--- src/rtl/fpu_result_collector.sv ---
// Issue gate and in-order result queue wrapped around a fixed-latency pipelined FPU.
// Credits (queued + in flight) bound issue so every FPU result always has a FIFO slot.
module fpu_result_collector #(
    parameter int DEPTH   = 8,
    parameter int LATENCY = 6,
    parameter int TAG_W   = 4
) (
    input  logic                     clk,
    input  logic                     reset,
    input  logic                     issue_valid,
    output logic                     issue_ready,
    input  logic [1:0]               issue_sel,
    input  logic [TAG_W-1:0]         issue_tag,
    output logic                     fpu_start,
    output logic [1:0]               fpu_sel,
    input  logic [31:0]              fpu_y,
    input  logic                     fpu_error,
    input  logic                     fpu_overflow,
    output logic                     res_valid,
    input  logic                     res_ready,
    output logic [31:0]              res_y,
    output logic                     res_error,
    output logic                     res_overflow,
    output logic [1:0]               res_sel,
    output logic [TAG_W-1:0]         res_tag,
    output logic [$clog2(DEPTH):0]   inflight
);
    localparam int AW = $clog2(DEPTH);
    localparam int CW = AW + 1;

    logic [LATENCY:0]   pv_q;
    logic [1:0]         ps_q [LATENCY+1];
    logic [TAG_W-1:0]   pt_q [LATENCY+1];

    logic [CW-1:0]      inflight_q, inflight_d;
    logic [CW-1:0]      count_q, count_d;
    logic [AW-1:0]      wr_ptr_q, wr_ptr_d;
    logic [AW-1:0]      rd_ptr_q, rd_ptr_d;

    logic [31:0]        my_q  [DEPTH];
    logic [DEPTH-1:0]   err_q;
    logic [DEPTH-1:0]   ovf_q;
    logic [1:0]         sel_q [DEPTH];
    logic [TAG_W-1:0]   tag_q [DEPTH];

    logic               retire;
    logic               pop;
    logic [CW:0]        used;

    // Credits come from registered state only, so a pop frees its slot one cycle later.
    assign used        = {1'b0, count_q} + {1'b0, inflight_q};
    assign issue_ready = (used < (CW+1)'(DEPTH));
    assign fpu_start   = issue_valid & issue_ready;
    assign fpu_sel     = issue_sel;
    assign retire      = pv_q[LATENCY];
    assign res_valid   = (count_q != '0);
    assign pop         = res_valid & res_ready;
    assign inflight    = inflight_q;

    always_ff @(posedge clk or negedge reset) begin
        if (!reset) begin
            pv_q <= '0;
            for (int i = 0; i <= LATENCY; i++) begin
                ps_q[i] <= '0;
                pt_q[i] <= '0;
            end
        end else begin
            pv_q    <= {pv_q[LATENCY-1:0], fpu_start};
            ps_q[0] <= issue_sel;
            pt_q[0] <= issue_tag;
            for (int i = 1; i <= LATENCY; i++) begin
                ps_q[i] <= ps_q[i-1];
                pt_q[i] <= pt_q[i-1];
            end
        end
    end

    always_comb begin
        inflight_d = inflight_q;
        count_d    = count_q;
        wr_ptr_d   = wr_ptr_q;
        rd_ptr_d   = rd_ptr_q;
        if (fpu_start) inflight_d = inflight_d + CW'(1);
        if (retire) begin
            inflight_d = inflight_d - CW'(1);
            count_d    = count_d + CW'(1);
            wr_ptr_d   = wr_ptr_q + AW'(1);
        end
        if (pop) begin
            count_d  = count_d - CW'(1);
            rd_ptr_d = rd_ptr_q + AW'(1);
        end
    end

    always_ff @(posedge clk or negedge reset) begin
        if (!reset) begin
            inflight_q <= '0;
            count_q    <= '0;
            wr_ptr_q   <= '0;
            rd_ptr_q   <= '0;
        end else begin
            inflight_q <= inflight_d;
            count_q    <= count_d;
            wr_ptr_q   <= wr_ptr_d;
            rd_ptr_q   <= rd_ptr_d;
        end
    end

    // Storage needs no reset: the head is masked to zero whenever the queue is empty.
    always_ff @(posedge clk) begin
        if (retire) begin
            my_q[wr_ptr_q]  <= fpu_y;
            err_q[wr_ptr_q] <= fpu_error;
            ovf_q[wr_ptr_q] <= fpu_overflow;
            sel_q[wr_ptr_q] <= ps_q[LATENCY];
            tag_q[wr_ptr_q] <= pt_q[LATENCY];
        end
    end

    assign res_y        = res_valid ? my_q[rd_ptr_q]  : '0;
    assign res_error    = res_valid ? err_q[rd_ptr_q] : 1'b0;
    assign res_overflow = res_valid ? ovf_q[rd_ptr_q] : 1'b0;
    assign res_sel      = res_valid ? sel_q[rd_ptr_q] : '0;
    assign res_tag      = res_valid ? tag_q[rd_ptr_q] : '0;
endmodule

--- config.mk ---
export PLATFORM = sky130hd
export DESIGN_NAME = fpu_result_collector
export DESIGN_NICKNAME = d
export VERILOG_FILES = /design/src/rtl/fpu_result_collector.sv
export SDC_FILE = /design/constraint.sdc
export NUM_CORES = 1
export LEC_CHECK = 0
export ABC_AREA = 1
export CAP_MARGIN = 20
export CORE_MARGIN = 2
export CORE_UTILIZATION = 40
export DETAILED_ROUTE_END_ITERATION = 10
export SYNTH_ARGS = -nofsm -noshare
export SYNTH_HDL_FRONTEND = slang
export SYNTH_SLANG_ARGS = --single-unit
--- constraint.sdc ---
create_clock -name clk -period 3.4 [get_ports clk]
set_input_delay 0.68 -clock clk [delete_from_list [all_inputs] [get_ports clk]]
set_output_delay 0.68 -clock clk [all_outputs]
set_load 0.005 [all_outputs]
==> results.txt, run 1 <==
Minimum clock period - 3300 ps
Fmax - 303 MHz
WP data arrival - 2620 ps
Distinct cells, synth - 28
Fin. Hold Viols - 0
Routed vias/inst - 5.22
Post-synth ARST share - 0.164
Cell area after layout - 17600 um2
Area contributors post-synth - edfxtp_1, dfrtp_1, nor2_1
GPL Wtd Cong - 0.756
Detailed Place HPWL - 17500 um
Min setup slack post-route - 96.0 ps
Startpoint types - flip-flop
First-pass GRT wire length - 49400 um
Syn_area_per_cell - 13.6 um2
Placed Area - 16100 um2
Mapped Area - 14600 um2
Total negative setup slack - 0 ps
Initial antenna violation count - 1
Commonest non-fill, non-tap cell in the layout - edfxtp_1
# IOs - 93
Power Total - 0.0157 W
Clock skew - 14.1 ps
Wire per inst - 19.7 um
Clk root buf - clkbuf_16
Total number of vias - 8711
Iter 0 DRT Violations - 694
Hold buffer count at CTS - 0
WP data required - 2720 ps
Period utilisation layout - 0.972
Antenna viol nets, final - 0
1st-pass router iterations - 5
RSZ-0062 raised after global routing - false
Area grow syn2layout - 21.0%
Fillers - 3120
Area of the core - 35700 um2
Crit-path max FO - 41
Fin util - 0.493
Synth top area share - 0.659
Area leader, netlist - edfxtp_1
# rows - 69
Vias in the first global route - 8475
Post-synth EDFFs - 320
Crit. End Element - primary output
Clock transition at path regs - 60 ps
Starting Density - 0.408
CTS sink cnt - 383
WL final - 32800 um
Die width - 195 um
Largest vdd supply drop - 0.559 mV
Critical path depth - 6
Total track usage - 0.168
Post-route DRC violation count - 0
Cell Pwr Density - 891 nW/um2
Slew @ Worst Pin - 623 ps
Port Buffers - 92
Max Cap Violations - 0
CTS buffer count - 40
Syn. warnings - 0
CP delay by family, top - buffers and inverters
Place WS - 517 ps
Register area share after synthesis - 0.767
Slew Limit Fails - 0
Leak - 6.04 nW
Status - complete, no violations
CP Class - reg2out
Post-Syn Instances - 1073
Syn_nets - 1127
Max_slew headroom - 0.584
Hold Crit Class - in2async
Bufs and invs on worst path - 2
Chip Height - 195 um
Total gr overflow - 0
Crit path largest cell delay - 560 ps
H-tree depth - 2
Post-synthesis register bit count - 383
Worst Reg-to-Reg Cells - 3
Share of cells above drive strength 1 - 0.0978
Die area - 38000 um2
Largest net degree at the start of global routing - 83
Commonest non-fill, non-tap cells in the layout - edfxtp_1, nor2_1, o21ai_0
Slowest cell on crit path - dfrtp_4
Primary FF master, synth - edfxtp_1
Worst R2R Setup Slack - 1260 ps
Clock buffer depth - 3
Crit-path cells - buf_16, o21ai_1, o22ai_1, o21ai_0, a31oi_1, clkdlybuf4s50_1
Clk_lat worst skew - 520 ps
Final nets - 1231
CTS tree - built
Setup Viol. Count Final - 0
## path summary, 6_finish.rpt
path / start / endpoint
max: rd_ptr_q[0] / res_tag[3]
min: reset / pt_q[7]
max reg2reg: pv_q[6] / my_q[7][14]
min reg2reg: pt_q[27] / pt_q[23]
max in group asynchronous: reset / pt_q[9]
min in group clk: pt_q[27] / pt_q[23]
## where the power goes
part	internal, W	switching, W	total [W]
combinational	0.00245	0.00321	0.00566
sequential	0.00553	0.000212	0.00574
clock	0.00261	0.00169	0.00431
## cells in the mapped netlist, types with 9 or more instances
cell type,count
ha_1,10
dfrtp_1,63
buf_2,20
buf_4,14
edfxtp_1,320
a31oi_1,40
o21ai_0,129
o22ai_1,40
inv_1,11
nand2_1,32
o21ai_1,76
clkbuf_1,19
xor2_1,9
nor2_1,249
## flip-flops by register name (all words and copies together), names as in the netlist, 4 cells and up
register	count
count_q	4
err_q	8
inflight	4
my_q	256
ovf_q	8
ps_q	14
pt_q	28
pv_q	7
sel_q	16
tag_q	32
## metrics by stage
stage	hold WS, ps	cells
after floorplan	331	1073
after global placement	332	1591
after detailed placement	335	1591
after CTS	117	1663
after global routing	135	1669
final	122	1670
## routing by layer
| metal | vias up | track usage | part of all wire |
|---|---|---|---|
| met1 | 4292 | 0.236 | 0.46 |
| met2 | 258 | 0.266 | 0.46 |
| met5 | - | 0 | 0 |
| met4 | 0 | 0.0458 | 0.018 |
| met3 | 46 | 0.0333 | 0.066 |
| li1 | 4115 | - | - |
## area by class of cell
class	instances	area, um2	share of cell area
timing repair buffer	129	1450	0.0824
clock inverter	17	204	0.0116
tap	461	577	0.0327
antenna	2	5.00	0.000284
clock buffer	55	1090	0.0617
inverter	20	104	0.00589
multi-input combinational	603	3010	0.171
sequential	383	11200	0.635
## what timing repair did
action	4_1_cts	5_1_grt
resized for setup	2	22
setup endpoints to repair	6	30
buffers inserted	0	1
cloned	0	4
pin swaps	0	0
## cells by family after synthesis
| group | after synthesis | synth area share |
|---|---|---|
| AO/OA/AOI/OAI | 286 | 0.105 |
| XOR/XNOR | 13 | 0.00781 |
| adder cells (fa/ha/maj) | 10 | 0.00858 |
| buffers and inverters | 87 | 0.0323 |
| flip-flops | 383 | 0.767 |
| AND/OR/NAND/NOR | 294 | 0.0790 |
(Power assumes the default switching activity.)
==> run 2: changes to the inputs <==
--- a/config.mk
+++ b/config.mk
@@ -7,7 +7,6 @@
 export LEC_CHECK = 0
 export ABC_AREA = 1
 export CAP_MARGIN = 20
-export CORE_MARGIN = 2
 export CORE_UTILIZATION = 40
 export DETAILED_ROUTE_END_ITERATION = 10
 export SYNTH_ARGS = -nofsm -noshare
==> run 2 against run 1 <==
The flow now finishes with violations (DRC). Via count is 1.0% higher. Non-clock buffer count rose by 12. Power increased by 0.50%. Sequential power hardly changed. Cell area increased by 0.57%. Clock-buffer cell count fell by 5. Clock power fell by 1%. Critical endpoint is now res_y[25]. Largest cell class unchanged. Highest routed layer is now met5.
==> results.txt, run 2 (synthesis gave the netlist of run 1 again) <==
WP data arrival - 2710 ps
CTS buffer count - 41
Worst Reg-to-Reg Cells - 4
Fin. Hold Viols - 0
Crit. End Element - primary output
Reg2reg start - pv_q[6]
Status - finished with violations
Wire per inst - 19.1 um
H-tree depth - 2
Die area - 37200 um2
# IOs - 93
Detailed Place HPWL - 17000 um
Initial antenna violation count - 1
Hold Crit Class - in2async
Clock buffer depth - 3
Slew Limit Fails - 0
Clock power share - 0.269
Iter 0 DRT Violations - 565
Area grow syn2layout - 21.7%
Commonest non-fill, non-tap cells in the layout - edfxtp_1, nor2_1, o21ai_0
Die width - 193 um
Biggest regs - my_q (256), tag_q (32), pt_q (28)
Worst R2R Setup Slack - 1150 ps
CTS tree - built
Combinational power share - 0.367
CTS sink cnt - 383
Largest net degree at the start of global routing - 86
Area of the core - 35700 um2
GPL Wtd Cong - 0.746
Total number of vias - 8799
Total track usage - 0.172
Register share of total power - 0.364
Antenna viol nets, final - 0
Clock transition at path regs - 60 ps
Starting Density - 0.408
Share of cells above drive strength 1 - 0.115
Hold buffer count at CTS - 0
Failing checks - DRC
Max FFs per register - 256
Crit-path max FO - 37
Commonest non-fill, non-tap cell in the layout - edfxtp_1
Place WS - 463 ps
Final nets - 1245
Fmax - 295 MHz
Routed vias/inst - 5.23
Setup Viol. Count Final - 0
Max_slew headroom - 0.499
Max Cap Violations - 0
Fin util - 0.496
Vias in the first global route - 8520
Largest vdd supply drop - 0.439 mV
Period utilisation layout - 0.996
Worst flop-to-flop path endpoint - my_q[2][29]
Chip Height - 193 um
Slowest cell on crit path - clkdlybuf4s50_1
Startpoint types - flip-flop
Sw power - 0.00519 W
Cell Pwr Density - 890 nW/um2
Reg with most FFs - my_q
Crit path largest cell delay - 600 ps
Clk_lat worst skew - 540 ps
Port Buffers - 92
First-pass GRT wire length - 48500 um
Int Power - 0.0106 W
Antenna diode count - 0
Clk root buf - clkbuf_16
WL final - 32200 um
Crit-path most repeated cell - o21ai_1
CP Class - reg2out
Minimum clock period - 3390 ps
Min setup slack post-route - 12.9 ps
Leak - 6.10 nW
Total gr overflow - 0
Post-route DRC violation count - 7
1st-pass router iterations - 11
Slew @ Worst Pin - 751 ps
Power Total - 0.0158 W
WP data required - 2720 ps
Crit-path cells - inv_2, buf_12, o21ai_1, o22ai_1, o21ai_1, a31oi_1, clkdlybuf4s50_1
Clock skew - 23.8 ps
# rows - 69
Sw frac - 0.329
run 2: changes by cell type in the layout (fill, tap and decap cells not counted), sizes merged:
cell and change:
buf +13, bufinv -2, clkbuf -6, clkdlybuf4s50 +1, clkinv +5, clkinvlp +1, diode -2, dlymetal6s2s -1
inv +5
run 2: power groups by stage:
stage               logic, W  registers, W  clock network, W
global placement     0.00538       0.00583                 0
floorplan            0.00313       0.00575                 0
global route         0.00639       0.00579           0.00452
CTS                  0.00547       0.00575           0.00435
finish               0.00579       0.00575           0.00425
detailed placement   0.00543       0.00584                 0
run 2: timing repair:
action,in CTS,in global routing
cloned,0,4
setup buffers,0,11
resized for setup,3,11
pin swaps,0,1
setup endpoints to repair,35,24
run 2: cell type report:
cell class,count,area [um2]
multi-input cells,603,3020
clock buffers,50,1080
flip-flops and latches,383,11200
fillers,3101,18000
inverters,20,88.8
repair inverters,1,8.76
repair buffers,141,1550
clock inverters,25,219
well taps,461,577
run 2: stage by stage:
step / std cells / TNS [ps] / area (um2) / hold WS (ps)
after global routing: 1684 / -59.2 / 17700 / 109
after global placement: 1594 / 0 / 16200 / 332
after CTS: 1669 / 0 / 17500 / 81.1
after detailed placement: 1594 / 0 / 16200 / 335
final: 1684 / 0 / 17700 / 96.2
after floorplan: 1073 / 0 / 14600 / 331
run 2: worst max path at each step:
stage / from / end / cells after the start
global route: rd_ptr_q[1] / res_y[10] / 7
CTS: rd_ptr_q[1] / res_y[26] / 7
global placement: count_q[0] / res_y[20] / 7
finish: rd_ptr_q[1] / res_y[25] / 7
detailed placement: count_q[0] / res_tag[3] / 7
floorplan: pv_q[6] / err_q[0] / 4
run 2: routing by layer:
layer | track usage | wire, um | vias to the layer above
met5 | 0 | 15 | -
met4 | 0.0544 | 677 | 2
met3 | 0.0329 | 1690 | 54
met2 | 0.274 | 15400 | 225
met1 | 0.238 | 14400 | 4366
li1 | - | - | 4152
run 2: critical path: cells and delay by family (launching register included):
kind            cells  cell delay [ps]
flops               1              540
buf+inv             3              940
compound gates      4              690
==> variant 1: new RTL, settings of run 1 <==
The parameter `TAG_W` goes from 4 to 5.
--- a/src/rtl/fpu_result_collector.sv
+++ b/src/rtl/fpu_result_collector.sv
@@ -3,7 +3,7 @@
 module fpu_result_collector #(
     parameter int DEPTH   = 8,
     parameter int LATENCY = 6,
-    parameter int TAG_W   = 4
+    parameter int TAG_W   = 5
 ) (
     input  logic                     clk,
     input  logic                     reset,
Interface: changed (resized issue_tag and res_tag); port bits go from 93 to 95. The function was not compared with the original's and may differ.
==> variant 1 against run 1 <==
  * Wire length is 0.49% higher
  * Largest cell class unchanged
  * Total power is 2.6% higher
  * Final area is 3.8% higher
  * First-iteration DRC count is 0.29% higher
  * Worst setup slack worse by 0.025 ns
  * Synthesized cell count is 3.5% higher
  * Critical path type unchanged
  * Critical endpoint is now res_y[28]
  * Sequential cell count is 15 higher
  * Synthesized area is 3.5% higher
  * Via count is 2.9% higher
==> variant 1: results (changes against run 1) <==
| Group | Item | Value | Change |
|:---|:---|:---|:---|
| status | Run status | finished, final reports clean | unchanged |
| worst setup path | Terminus of the critical flop-to-flop path | my_q[0][11] | was my_q[7][14] |
| grt | GR met2 Demand/Resource | 27.4% | was 26.6% |
| yosys | Fraction of the yosys area taken by sequential cells | 76.9% | was 76.7% |
| placed design | Placed instance area | 16700 um2 | was 16100 um2 |
| grt | Pin count of the biggest net entering global routing | 71 | was 83 |
| layout | Largest registers in the final layout | my_q: 256 flops, tag_q: 40 flops, pt_q: 35 flops | was my_q: 256 flops, tag_q: 32 flops, pt_q: 28 flops |
| grt | Met3 Track Usage GR | 3.53% | was 3.33% |
| layout | Ratio of cells with drive above 1 in the final layout | 10.4% | was 9.78% |
| placed design | Number of input and output port buffers inserted | 94 | was 92 |
| placed design | DP HPWL | 16900 um | was 17500 um |
| layout | Final std cells w/o fill | 1759 | was 1670 |
| routing | Post-route met1 wirelength | 14700 um | was 14900 um |
| routing | Wire length on met2 | 15600 um | was 15100 um |
| clock network | Number of CTS-inserted buffers | 41 | was 40 |
| worst setup path | Peak per-stage delay on the critical path | 0.58 ns | was 0.56 ns |
| grt | Met1 demand-to-capacity share in global routing | 23.2% | was 23.6% |
| worst setup path | CP max-delay cell | sky130_fd_sc_hd__clkdlybuf4s50_1 | was sky130_fd_sc_hd__dfrtp_4 |
| routing | Top routing layer in use | met5 | was met4 |
| grt | Number of antenna violations at the first check in global routing | 2 | was 1 |
| yosys | Complex-gate fraction of the synthesized area | 10.4% | was 10.5% |
| timing | Setup slack after layout | 0.0714 ns | was 0.0960 ns |
| yosys | Number of nets in the synthesized netlist | 1166 | was 1127 |
| clock network | Count of cells resized by post-cts repair | 10 | was 2 |
| layout | Number of nets in the layout | 1270 | was 1231 |
| placed design | Placed Instances | 1671 | was 1591 |
| yosys | Fraction of registers with async set/reset | 17.6% | was 16.4% |
| worst setup path | Data arrival time at the worst-slack endpoint | 2.65 ns | was 2.62 ns |
| yosys | Number of enable-type register cells in the synthesized netlist | 328 | was 320 |
| power | Leakage power of the design | 6.31 nW | was 6.04 nW |
[variant 1: worst reg2reg max path: stages, from the launching register on]
cell,delay [ns]
sky130_fd_sc_hd__dfrtp_1,0.53
sky130_fd_sc_hd__inv_1,0.18
sky130_fd_sc_hd__or2_1,0.39
sky130_fd_sc_hd__nor2_4,0.41
sky130_fd_sc_hd__buf_4,0.43
[variant 1: power groups by stage]
stage | Sequential, mW | Clock (mW) | Combinational [mW]
floorplan | 5.97 | 0 | 3.16
global placement | 6.01 | 0 | 5.34
detailed placement | 6.02 | 0 | 5.40
CTS | 5.94 | 4.46 | 5.61
global route | 5.99 | 4.66 | 6.43
finish | 5.95 | 4.36 | 5.81
[variant 1: final cells by class]
cell class | instances | area (um2)
antenna | 1 | 2.50
clock buffer | 60 | 1190
clock inverter | 15 | 146
fill | 3195 | 19100
inverter | 22 | 110
multi-input combinational | 621 | 3100
sequential | 398 | 11600
tap | 511 | 639
timing repair buffer | 131 | 1520
==> variant 2: new RTL, settings of run 1 <==
Made on the original files. `pv_q` no longer has a reset.
--- a/src/rtl/fpu_result_collector.sv
+++ b/src/rtl/fpu_result_collector.sv
@@ -59,13 +59,11 @@
 
     always_ff @(posedge clk or negedge reset) begin
         if (!reset) begin
-            pv_q <= '0;
             for (int i = 0; i <= LATENCY; i++) begin
                 ps_q[i] <= '0;
                 pt_q[i] <= '0;
             end
         end else begin
-            pv_q    <= {pv_q[LATENCY-1:0], fpu_start};
             ps_q[0] <= issue_sel;
             pt_q[0] <= issue_tag;
             for (int i = 1; i <= LATENCY; i++) begin
@@ -73,6 +71,10 @@
                 pt_q[i] <= pt_q[i-1];
             end
         end
+    end
+
+    always_ff @(posedge clk) begin
+        pv_q <= {pv_q[LATENCY-1:0], fpu_start};
     end
 
     always_comb begin
Formal check against the unedited RTL: not equivalent (a bounded check fails within 10 cycles, from zero or initial values and one cycle with reset low).
==> variant 2 against run 1 <==
  * Synthesized area decreased by 0.11%
  * Sequential cell count unchanged
  * Total power decreased by 2.3%
  * Critical endpoint is now res_y[14]
  * Final area decreased by 1.2%
  * Wire length increased by 0.11%
  * Worst hold slack got worse by 0.059 ns
  * Highest routed layer is now met5
  * Worst setup slack got worse by 0.025 ns
  * Largest cell class unchanged
  * Fmax decreased by 0.74%
==> variant 2: results (changes against run 1) <==
| Group | Item | Value | Change |
|:---|:---|:---|:---|
| power | Power Internal | 10.3 mW | was 10.6 mW |
| routing | Count of vias placed by the detailed router | 8727 | was 8711 |
| routing | Count of antenna-violating nets left after detailed routing | 0 | unchanged |
| routing | Post-route met1 wirelength | 15100 um | was 14900 um |
| worst setup path | Highest fanout seen on the critical path | 34 | was 41 |
| yosys | Fraction of registers with async set/reset | 14.6% | was 16.4% |
| timing | Remaining max-slew budget at the tightest pin | 59.2% | was 58.4% |
| grt | Overall Global Routing Usage | 17.2% | was 16.8% |
| power | P_comb | 5.53 mW | was 5.66 mW |
| placed design | Final weighted congestion of routability-driven global placement | 0.741 | was 0.756 |
| routing | Detailed-router iteration count before antenna repair | 4 | was 5 |
| yosys | Adder-cell share of the synthesized area | 0.859% | was 0.858% |
| worst setup path | Last element of the critical path | res_y[14] | was res_tag[3] |
| worst setup path | Length in cells of the worst reg-to-reg path | 4 | was 3 |
| yosys | Xor-xnor portion of the synthesized cell area | 0.782% | was 0.781% |
| layout | Number of nets in the layout | 1226 | was 1231 |
| yosys | Top area cells in the synthesized netlist | sky130_fd_sc_hd__edfxtp_1, sky130_fd_sc_hd__dfrtp_1, sky130_fd_sc_hd__nor2_1, sky130_fd_sc_hd__o21ai_0, sky130_fd_sc_hd__o21ai_1 | unchanged |
| layout | Fill cell instance count of the final layout | 3119 | was 3120 |
| power | Part of the power in registers | 37.5% | was 36.5% |
| timing | Worst setup skew after layout | 0.0115 ns | was 0.0141 ns |
| routing | Top routing layer in use | met5 | was met4 |
| worst setup path | Data arrival time at the worst-slack endpoint | 2.65 ns | was 2.62 ns |
| grt | Met3 Track Usage GR | 3.23% | was 3.33% |
| yosys | Complex-gate fraction of the synthesized area | 10.5% | about the same |
| grt | Vias in the first global route | 8588 | was 8475 |
| power | IR drop worst, VDD | 0.493 mV | was 0.559 mV |
| routing | Total Wirelength | 32900 um | was 32800 um |
| layout | Ratio of cells with drive above 1 in the final layout | 9.18% | was 9.78% |
| status | Run status | finished, final reports clean | unchanged |
| yosys | Synth cell count leaders | sky130_fd_sc_hd__edfxtp_1, sky130_fd_sc_hd__nor2_1, sky130_fd_sc_hd__o21ai_0 | unchanged |
| worst setup path | Peak per-stage delay on the critical path | 0.58 ns | was 0.56 ns |
| routing | DR WL met3 | 1730 um | was 2180 um |
| routing | Violation count after the first detailed-route iteration | 570 | was 694 |
| grt | Number of antenna violations at the first check in global routing | 2 | was 1 |
| grt | GR met2 Demand/Resource | 27.5% | was 26.6% |
| routing | Wire length on met2 | 15400 um | was 15100 um |
| worst setup path | CP max-delay cell | sky130_fd_sc_hd__clkdlybuf4s50_1 | was sky130_fd_sc_hd__dfrtp_4 |
| grt | First-pass GRT wire length | 50300 um | was 49400 um |
| grt | Met1 demand-to-capacity share in global routing | 24.2% | was 23.6% |
| clock network | Number of CTS-inserted buffers | 41 | was 40 |
| yosys | Synth unique cells | 29 | was 28 |
| placed design | DP HPWL | 17100 um | was 17500 um |
| power | Switching Power | 5.07 mW | was 5.12 mW |
variant 2: what timing repair did:
action                     4_1_cts  5_1_grt
setup endpoints to repair        3       25
pin swaps                        0        0
resized for setup                3       17
cloned                           1        1
variant 2: layout make-up:
| class | instances | area [um2] | share of cell area (%) |
|---|---|---|---|
| antenna | 1 | 2.50 | 0.0144 |
| inverter | 20 | 101 | 0.581 |
| sequential | 383 | 11200 | 64.0 |
| tap | 461 | 577 | 3.31 |
| multi-input combinational | 603 | 3000 | 17.2 |
| timing repair buffer | 123 | 1390 | 7.97 |
| clock inverter | 17 | 129 | 0.739 |
| clock buffer | 52 | 1080 | 6.18 |
variant 2: stage by stage:
stage	utilization [%]	instances	cell area [um2]	hold slack [ns]	setup WS, ns
after detailed placement	45.0	1588	16100	0.314	0.504
after floorplan	-	1073	14600	0.310	0.418
after global routing	48.8	1660	17400	0.0678	0.00111
after global placement	45.0	1588	16100	0.312	0.489
final	48.8	1660	17400	0.0629	0.0714
after CTS	48.5	1658	17300	0.0600	0.0128
